==> src/rtl/store_buffer.sv <==
// store_buffer -- posted-write FIFO between the core load/store path and a
// single-port data memory.
//
// Stores are accepted with a valid/ready handshake and drained into dmem on
// cycles where no load owns the port. A load whose word address matches any
// buffered store is stalled until the conflicting stores have drained.
//
// Build option: define SB_FORWARD_EN to let an aligned LW be satisfied
// directly from the youngest matching buffered SW. The port stays free to
// drain in the same cycle. Without it, every address hit stalls.
//
// Ports:
//   clk, rst_n              clock (rising edge), async active-low reset
//   st_valid/st_ready       store handshake; st_addr/st_data/st_funct3 payload
//   ld_req/ld_addr/ld_funct3 combinational load request
//   ld_rd                   load result (0 unless the load is served)
//   ld_stall                load must be held (address hit on a buffered store)
//   fence/fence_busy        fence_busy = fence && buffer not empty
//   count                   occupied entries
//   mem_we/mem_a/mem_wd/mem_funct3/mem_rd  dmem port
module store_buffer #(
  parameter int DEPTH = 4,
  parameter int AW    = 32
) (
  input  logic                         clk,
  input  logic                         rst_n,
  input  logic                         st_valid,
  output logic                         st_ready,
  input  logic [AW-1:0]                st_addr,
  input  logic [31:0]                  st_data,
  input  logic [2:0]                   st_funct3,
  input  logic                         ld_req,
  input  logic [AW-1:0]                ld_addr,
  input  logic [2:0]                   ld_funct3,
  output logic [31:0]                  ld_rd,
  output logic                         ld_stall,
  input  logic                         fence,
  output logic                         fence_busy,
  output logic [$clog2(DEPTH+1)-1:0]   count,
  output logic                         mem_we,
  output logic [AW-1:0]                mem_a,
  output logic [31:0]                  mem_wd,
  output logic [2:0]                   mem_funct3,
  input  logic [31:0]                  mem_rd
);

  localparam int PW = $clog2(DEPTH);
  localparam int CW = $clog2(DEPTH+1);

  typedef struct packed {
    logic [AW-1:0] addr;
    logic [31:0]   data;
    logic [2:0]    funct3;
  } sb_ent_t;

  sb_ent_t       ent_q [DEPTH];
  sb_ent_t       ent_d [DEPTH];
  logic [PW-1:0] head_q, head_d, tail_q, tail_d;
  logic [CW-1:0] cnt_q, cnt_d;

  logic    hit, fwd, ld_own, drain, push;
  sb_ent_t yng;
  sb_ent_t head_ent;

  assign head_ent = ent_q[head_q];

  // Scan occupied slots oldest to youngest; the last match is the youngest.
  // DEPTH is a power of two, so head+k wraps naturally in PW bits.
  always_comb begin
    logic [PW-1:0] slot;
    hit  = 1'b0;
    yng  = '0;
    slot = '0;
    for (int k = 0; k < DEPTH; k++) begin
      slot = head_q + PW'(k);
      if (CW'(k) < cnt_q && ent_q[slot].addr[AW-1:2] == ld_addr[AW-1:2]) begin
        hit = 1'b1;
        yng = ent_q[slot];
      end
    end
    hit = hit && ld_req;
  end

`ifdef SB_FORWARD_EN
  assign fwd = hit && ld_funct3 == 3'b010 && ld_addr[1:0] == 2'b00 &&
               yng.funct3 == 3'b010;
`else
  assign fwd = 1'b0;
`endif

  // A hitting load never owns the port: either it stalls (drain takes the
  // port so the hazard clears) or it is forwarded (port is free to drain).
  assign ld_own     = rst_n && ld_req && !hit;
  assign drain      = !ld_own && cnt_q != '0;
  assign push       = st_valid && st_ready;
  assign ld_stall   = hit && !fwd;
  assign st_ready   = cnt_q != CW'(DEPTH);
  assign fence_busy = fence && cnt_q != '0;
  assign count      = cnt_q;

  always_comb begin
    mem_we     = 1'b0;
    mem_a      = ld_addr;
    mem_wd     = '0;
    mem_funct3 = 3'b010;
    ld_rd      = '0;
    if (ld_own) begin
      mem_funct3 = ld_funct3;
      ld_rd      = mem_rd;
    end else if (drain) begin
      mem_we     = 1'b1;
      mem_a      = head_ent.addr;
      mem_wd     = head_ent.data;
      mem_funct3 = head_ent.funct3;
    end
    if (fwd) ld_rd = yng.data;
  end

  always_comb begin
    ent_d  = ent_q;
    tail_d = tail_q;
    head_d = head_q;
    cnt_d  = cnt_q;
    if (push) begin
      ent_d[tail_q] = '{addr: st_addr, data: st_data, funct3: st_funct3};
      tail_d        = tail_q + 1'b1;
    end
    if (drain) head_d = head_q + 1'b1;
    if (push && !drain)      cnt_d = cnt_q + 1'b1;
    else if (!push && drain) cnt_d = cnt_q - 1'b1;
  end

  always_ff @(posedge clk or negedge rst_n) begin
    if (!rst_n) begin
      head_q <= '0;
      tail_q <= '0;
      cnt_q  <= '0;
    end else begin
      head_q <= head_d;
      tail_q <= tail_d;
      cnt_q  <= cnt_d;
    end
  end

  // Entry payload needs no reset: occupancy is defined by count alone.
  always_ff @(posedge clk) begin
    for (int i = 0; i < DEPTH; i++) ent_q[i] <= ent_d[i];
  end

endmodule

==> config.mk <==
export PLATFORM = sky130hd
export DESIGN_NAME = store_buffer
export DESIGN_NICKNAME = d
export VERILOG_FILES = /design/src/rtl/store_buffer.sv
export SDC_FILE = /design/constraint.sdc
export NUM_CORES = 1
export LEC_CHECK = 0
export CAP_MARGIN = 20
export CORE_MARGIN = 2
export CORE_UTILIZATION = 40
export CTS_BUF_LIST = sky130_fd_sc_hd__clkbuf_2
export CTS_CLUSTER_DIAMETER = 60
export DETAILED_ROUTE_END_ITERATION = 12
export GPL_TIMING_DRIVEN = 0
export HOLD_SLACK_MARGIN = 0.08
export PLACE_DENSITY = 0.75
export SLEW_MARGIN = 30
export SYNTH_ARGS = -nofsm -noshare
export SYNTH_HDL_FRONTEND = slang
export SYNTH_SLANG_ARGS = --single-unit
==> constraint.sdc <==
create_clock -name clk -period 3.2 [get_ports clk]
set_input_delay 0.32 -clock clk [delete_from_list [all_inputs] [get_ports clk]]
set_output_delay 0.32 -clock clk [all_outputs]
set_load 0.01 [all_outputs]
# ---- After elaboration in Yosys (flattened, before gate mapping)
# Cells that the tools add are included.
dict set report totals {
  regBits 275
  inputBits 139
  output_inout_bits 106
  word_cells 90
}
dict set report classes {
  n_addsub 6
  order_cmp 10
  n_eq_ne 5
  muxes 30
  bitwise_logic 5
  n_reduce_logical 19
}
# operator n
set ops {}
lappend ops {{$mux 67} 9}
lappend ops {{$bmux 67 s2} 4}
lappend ops {{$bwmux 268} 1}
lappend ops {{$mux 32} 5}
lappend ops {{$demux 67 s2} 1}
lappend ops {{$eq 30x30->1} 4}
lappend ops {{$ge 3x3->1 const B} 5}
lappend ops {{$not 2->3} 5}
lappend ops {{$logic_and 1x1->1} 13}
lappend ops {{$mux 3} 4}
lappend ops {{$lt 1x3->1 const A} 2}
lappend ops {{$lt 2x3->1 const A} 2}
lappend ops {{$mux 1} 6}
lappend ops {{$add 2x1->2 const B} 2}
lappend ops {{$add 2x2->2 const B} 2}
lappend ops {{$logic_not 1->1} 4}
lappend ops {{$add 3x1->3 const B} 1}
lappend ops {{$lt 3x1->1 const B} 1}
lappend ops {{$ne 3x3->1 const B} 1}
lappend ops {{$reduce_bool 3->1} 1}
lappend ops {{$sub 3x1->3 const B} 1}
lappend ops {{$reduce_bool 2->1} 1}

# ---- Depth between registers and ports, before layout
# Gate-level depths: netlist of the first run.
dict set report depth {
  ltp_word 18
  ltp_mapped 18
  ltp_nobuf 13
}

# ---- Worst setup path before layout of the first run
# Ideal clock, no wire load.
dict set report synth_path {
  kind {reg-to-reg}
  from {register head_q[1]}
  to {register cnt_q[2], in the netlist count[2]}
  setup_time_ns 0.131
  t_arrival_ns 3.424
  t_required_ns 3.069
  setup_slack_ns -0.356
  path_stages_with_launch 15
  path_buffers 3
  synth_period_minus_slack_ns 3.556
  path_cell_list {dfrtp_1 > buf_6 > mux2i_2 > nor3_1 > or4_1 > or4_1 > or4_4 > o22ai_4 > o31ai_4 > buf_6 > buf_6 > ha_1 > mux2i_1 > nor2_1 > xor2_1}
}
dict set report synth_via {
  elab_chain_cells 18
  word_cells_on_any_way 41
  classes_between {add/sub: 3; eq/ne: 4; mux: 17; bitwise: 4; reduce/logical: 13}
}
# element line
set synth_rtl {}
lappend synth_rtl {{start, declared} 58} ;# logic [PW-1:0] head_q, head_d, tail_q, tail_d;
lappend synth_rtl {{start signal, assigned} 135} ;# head_q <= '0;
lappend synth_rtl {{start signal, assigned} 139} ;# head_q <= head_d;
lappend synth_rtl {{$add 2x1->2 / $not 2->3 (equally long branches)} --}
lappend synth_rtl {{$not 2->3 / $bmux 67 s2 (equally long branches)} --}
lappend synth_rtl {{$bmux 67 s2 / $mux 67 (equally long branches)} --}
lappend synth_rtl {{$mux 67 (not written as such)} 76} ;# if (CW'(k) < cnt_q && ent_q[slot].addr[AW-1:2] == ld_addr[AW-1:2]) begin
lappend synth_rtl {{$mux 67 (not written as such) / $eq 30x30->1 (equally long branches)} 76}
lappend synth_rtl {{$eq 30x30->1 / $logic_and 1x1->1 (equally long branches)} 76}
lappend synth_rtl {{$logic_and 1x1->1 / $mux 1 (equally long branches)} 76}
lappend synth_rtl {{$mux 1 (2 in series)} 76}
lappend synth_rtl {{$mux 1 (*)} 76}
lappend synth_rtl {{$logic_and 1x1->1 (*)} 81} ;# hit = hit && ld_req;
lappend synth_rtl {{$logic_not 1->1 (*)} 93} ;# assign ld_own = rst_n && ld_req && !hit;
lappend synth_rtl {{$logic_and 1x1->1 (*)} 93}
lappend synth_rtl {{$logic_not 1->1 (*)} 94} ;# assign drain = !ld_own && cnt_q != '0;
lappend synth_rtl {{$logic_and 1x1->1 (*)} 94}
lappend synth_rtl {{$logic_not 1->1} 129} ;# if (push && !drain) cnt_d = cnt_q + 1'b1;
lappend synth_rtl {{$logic_and 1x1->1} 129}
lappend synth_rtl {{$mux 3 / $reduce_bool 2->1 (equally long branches)} --}
lappend synth_rtl {{end signal, assigned} 141} ;# cnt_q <= cnt_d;
lappend synth_rtl {{end, declared} 59} ;# logic [CW-1:0] cnt_q, cnt_d;
# Every way passes the cells marked *; elsewhere a longest branch is shown, timed or not. The select of a mux whose other input is x is not followed.
# A chain may end at the register's enable or synchronous reset.

# ---- Worst setup path in the final report of the first run
dict set report layout_path {
  from {register head_q[1]}
  to {output mem_wd[13]}
}
dict set report layout_via {
  elab_chain_cells 17
  word_cells_on_any_way 38
  classes_between {add/sub: 3; eq/ne: 4; mux: 18; bitwise: 4; reduce/logical: 9}
}
# element line
set layout_rtl {}
lappend layout_rtl {{$add 2x1->2 / $not 2->3 (equally long branches)} --}
lappend layout_rtl {{$not 2->3 / $bmux 67 s2 (equally long branches)} --}
lappend layout_rtl {{$bmux 67 s2 / $mux 67 (equally long branches)} --}
lappend layout_rtl {{$mux 67 (on tied branches)} {76, 65}}
lappend layout_rtl {{$mux 67 (not written as such) / $eq 30x30->1 (equally long branches)} 76}
lappend layout_rtl {{$eq 30x30->1 / $logic_and 1x1->1 (equally long branches)} 76}
lappend layout_rtl {{$logic_and 1x1->1 / $mux 1 (equally long branches)} 76}
lappend layout_rtl {{$mux 1 (3 in series)} 76}
lappend layout_rtl {{$logic_and 1x1->1} 81}
lappend layout_rtl {{$logic_not 1->1} 93}
lappend layout_rtl {{$logic_and 1x1->1} 93}
lappend layout_rtl {{$logic_not 1->1} 94}
lappend layout_rtl {{$logic_and 1x1->1} 94}
lappend layout_rtl {{$mux 32} 110} ;# end else if (drain) begin
lappend layout_rtl {{$mux 32 (*)} 107} ;# if (ld_own) begin
lappend layout_rtl {{end, declared} 42} ;# output logic [31:0] mem_wd,
# Marked as above.

==> key figures, run 1 <==
Critical path
  – Family with the most delay on the worst path: buffers and inverters
  – Worst R2R Start: head_q[1]
  – Worst setup EP type: output pin
  – CP cell instances: buf_12, buf_16, buf_12, buf_12, buf_12, mux2i_2, mux2i_1, nor2b_1, a2111oi_0, nand4_1, o22ai_4, o31ai_4, buf_12, buf_16, buf_8, buf_16, nor2b_4, buf_6
  – Critical Path Start: head_q[1]
  – CP max-delay cell: dfrtp_2
  – Max stage delay on crit path: 0.44 ns
  – WP buf/inv: 10
  – CP Launch Type: flop
  – CP max FO: 7
  – Flop-to-flop setup slack: -0.92 ns
  – Crit Path Class: reg2out
  – Most used cell, CP: buf_12
  – Req. time, crit path: 2.88 ns
  – Critical path arrival: 4.64 ns

Finish
  – Design Area, Final: 21600 µm²
  – Nets@finish: 1565
  – Final core utilization: 57.8%
  – Area Growth Syn to Fin: 43.1%
  – # fillers: 2963
  – Share of cells above drive strength 1: 40.5%

Routing
  – Routed len/inst: 25.9 µm
  – Total number of vias: 10927
  – Overall routed net length: 51300 µm
  – 1st-iter DRT viols: 851
  – Routed vias/inst: 5.51
  – Final ANT Viol Nets: 0
  – DRC violations left: 0
  – Drt pass-1 iters: 7

Logic synthesis
  – Cell Area, Synth: 15100 µm²
  – Number of distinct library cells after synthesis: 65
  – Synth Net Count: 1127
  – Sequential share of the synthesized area: 54.4%
  – Most used flip-flop cell after synthesis: edfxtp_1
  – Seq cells post-synth: 275
  – Cells after Synth: 979
  – Syn Area/Cell: 15.4 µm²
  – Yosys warns: 0
  – Number of enable flip-flop cells after synthesis: 268
  – Post-synth ARST share: 2.55%

STA
  – Fmax: 202 MHz
  – Slew Viols, Final: 0
  – Final worst slack: -1.76 ns
  – Tcrit/Tclk final: 155%
  – Final setup fails: 106
  – Worst-Margin Slew: 0.850 ns
  – Worst Clk Skew: 0.0892 ns
  – Hold Slack: 0.210 ns
  – Final Hold Fails: 0
  – Fin crit period: 4.96 ns
  – Worst rel slew slack: 43.3%
  – RSZ-0062 raised after global routing: yes

Clock tree
  – H-tree depth: 3
  – CTS tree: yes
  – CTS root buf: clkbuf_2
  – Clock sinks: 275
  – Clock Latency Late Sink: 0.90 ns
  – CTS buffer count: 72
  – Max Buffers Root-to-Sink: 3
  – Clk slew on worst S/H paths: 0.11 ns

Place
  – Port Buf Inserts: 218
  – DPL Wire Length: 35300 µm
  – Post-place setup slack: -2.14 ns
  – Final GP Congestion: 0.948
  – Placed Area: 18300 µm²

Floorplan
  – Std cell rows: 71
  – Die Height: 198 µm
  – Initial Util: 40.4%
  – I/O pins: 245
  – Die area: 39300 µm²
  – Die X: 198 µm
  – Core ar.: 37400 µm²

GRT
  – Grt total ovfl: 0
  – Met1 global-route usage: 32.1%
  – Number of global-route vias before repair: 11358
  – Met2 Use GR: 41.9%
  – Pin count of the biggest net entering global routing: 35
  – Global-route wire length before repair: 72800 µm
  – Initial antenna violation count: 5
  – All-layer global routing usage: 25.9%
  – GRT met3 Usage: 7.78%
  – Busiest grt layer: met2

Power and ir drop
  – Leak pwr: 8.06 nW
  – Worst IR Drop VDD: 568 µV
  – PwrDens: 916 nW/µm²

Worst hold path
  – Min-Delay Startpoint: st_addr[19]
  – Worst min path class: in2reg

Flow run
  – Max Cap Violations: 0

Run status
  – Violated checks: negative setup slack
  – Status: complete, but fails checks
flip-flops by register name, indices dropped and copies added (netlist names):
name and count:
ent_q 268, count 3, head_q 2, tail_q 2
per-layer routing:
layer / routed length [µm] / up-vias
li1: - / 4768
met1: 20100 / 5518
met2: 24900 / 527
met3: 4350 / 112
met4: 1940 / 2
met5: 13 / -
worst paths after layout:
path	to	cells past startpoint
min in group asynchronous	head_q[1]	2
max	mem_wd[13]	18
max reg2reg	count[2]	20
min	ent_q[255]	1
max in group asynchronous	count[1]	2
min reg2reg	tail_q[0]	2
final cells by class:
class                   count  area [µm²]  share of cell area, %
repair buffers            366        4010                   18.6
clock buffers             101         505                   2.34
clock inverters            25         135                  0.625
multi-input cells         615        7210                   33.4
well taps                 511         639                   2.96
plain buffers              77         832                   3.85
inverters                  10        37.5                  0.174
diodes                      4        10.0                 0.0463
flip-flops and latches    275        8230                   38.1
report_power, final:
group          switching [mW]  internal (mW)  leakage, nW
registers               0.374           4.75         2.53
clock network            1.45          0.941        0.484
logic                    5.89           6.38         5.04
total                    7.72           12.1         8.06
kinds of logic after synthesis:
| kind of cell | synth area share, % |
|---|---|
| flip-flops | 54.4 |
| multiplexers | 24.9 |
| AND/OR/NAND/NOR | 6.35 |
| XOR/XNOR | 6.49 |
| buffers and inverters | 3.20 |
| AO/OA/AOI/OAI | 3.86 |
| adder cells (fa/ha/maj) | 0.746 |
per-stage QoR:
stage / cells / power (mW) / setup TNS (ns)
2_1_floorplan: 979 / 11.2 / -6.97
3_3_place_gp: 1708 / 14.9 / -576.85
3_5_place_dp: 1715 / 15.0 / -211.19
4_1_cts: 1959 / 19.0 / -177.10
5_1_grt: 1984 / 20.6 / -185.14
6_report: 1984 / 19.8 / -170.58
cell usage after synthesis, types with 2 or more instances:
cell type  instances  area (µm²)
o22ai_1            8        50.1
a2111oi_0          5        43.8
nor3_1             5        25.0
and2_1            35         219
a31oi_1            2        12.5
nor2_1            14        52.6
xor2_1            47         412
nand4_1           14        87.6
a211oi_1           2        15.0
o311ai_0           2        17.5
mux2_2            14         158
mux4_2            83        1870
nand3_1            7        35.0
nand2b_1           8        50.1
o2111ai_1          3        26.3
mux2i_1          124        1240
buf_1              8        30.0
nor4_1            10        62.6
ha_1               9         113
a21oi_1            9        45.0
dfrtp_1            7         175
and3_1             5        31.3
a2bb2oi_1          2        17.5
xnor2_1           63         552
or4_1              4        30.0
clkbuf_1          34         128
inv_1             10        37.5
a22oi_1            4        30.0
o2bb2ai_1          4        35.0
nand4b_1           2        17.5
nand2_1           17        63.8
edfxtp_1         268        8050
a221oi_1           3        26.3
buf_2             14        70.1
nor2b_1           36         225
buf_6             12         135
buf_4             11        82.6
o21ai_0           14        70.1
a22o_1             2        17.5
o22a_1             2        17.5
mux2_4            32         480
layout by cell type (no fill, tap or decap), drive strengths merged, types with 3 or more instances in the layout:
master and n:
o2111ai 3, a22oi 4, and2 36, nand4 14, buf 227, xor2 47, mux2 46, nor3 6
diode 4, mux4 83, clkbuf 133, nand2 17, dlygate4sd3 67, ha 9, clkdlybuf4s50 117, mux2i 125
a2111oi 5, and3 5, edfxtp 268, or4 5, o2bb2ai 4, nand2b 8, o22ai 9, inv 14
dfrtp 7, a21oi 9, o21ai 14, a221oi 3, nor2 14, nor2b 36, nor4 10, nand3 7
xnor2 64, clkinv 19
repair_timing:
| item | in CTS | in global routing |
|---|---|---|
| cloned | 9 | 2 |
| pin swaps | 35 | 21 |
| hold endpoints to repair | 268 | 0 |
| hold buffers | 67 | 0 |
| buffers inserted | 42 | 24 |
| endpoints found under the setup margin | 107 | 107 |
| resized for setup | 657 | 126 |
(Power assumes the default switching activity.)
==> run 2: changes to the inputs <==
--- a/config.mk
+++ b/config.mk
@@ -9,7 +9,7 @@
 export CORE_MARGIN = 2
 export CORE_UTILIZATION = 40
 export CTS_BUF_LIST = sky130_fd_sc_hd__clkbuf_2
-export CTS_CLUSTER_DIAMETER = 60
+export CTS_CLUSTER_DIAMETER = 200
 export DETAILED_ROUTE_END_ITERATION = 12
 export GPL_TIMING_DRIVEN = 0
 export HOLD_SLACK_MARGIN = 0.08
==> results of run 2 <==
The final DEF is identical to that of run 1; final timing and power are the same.
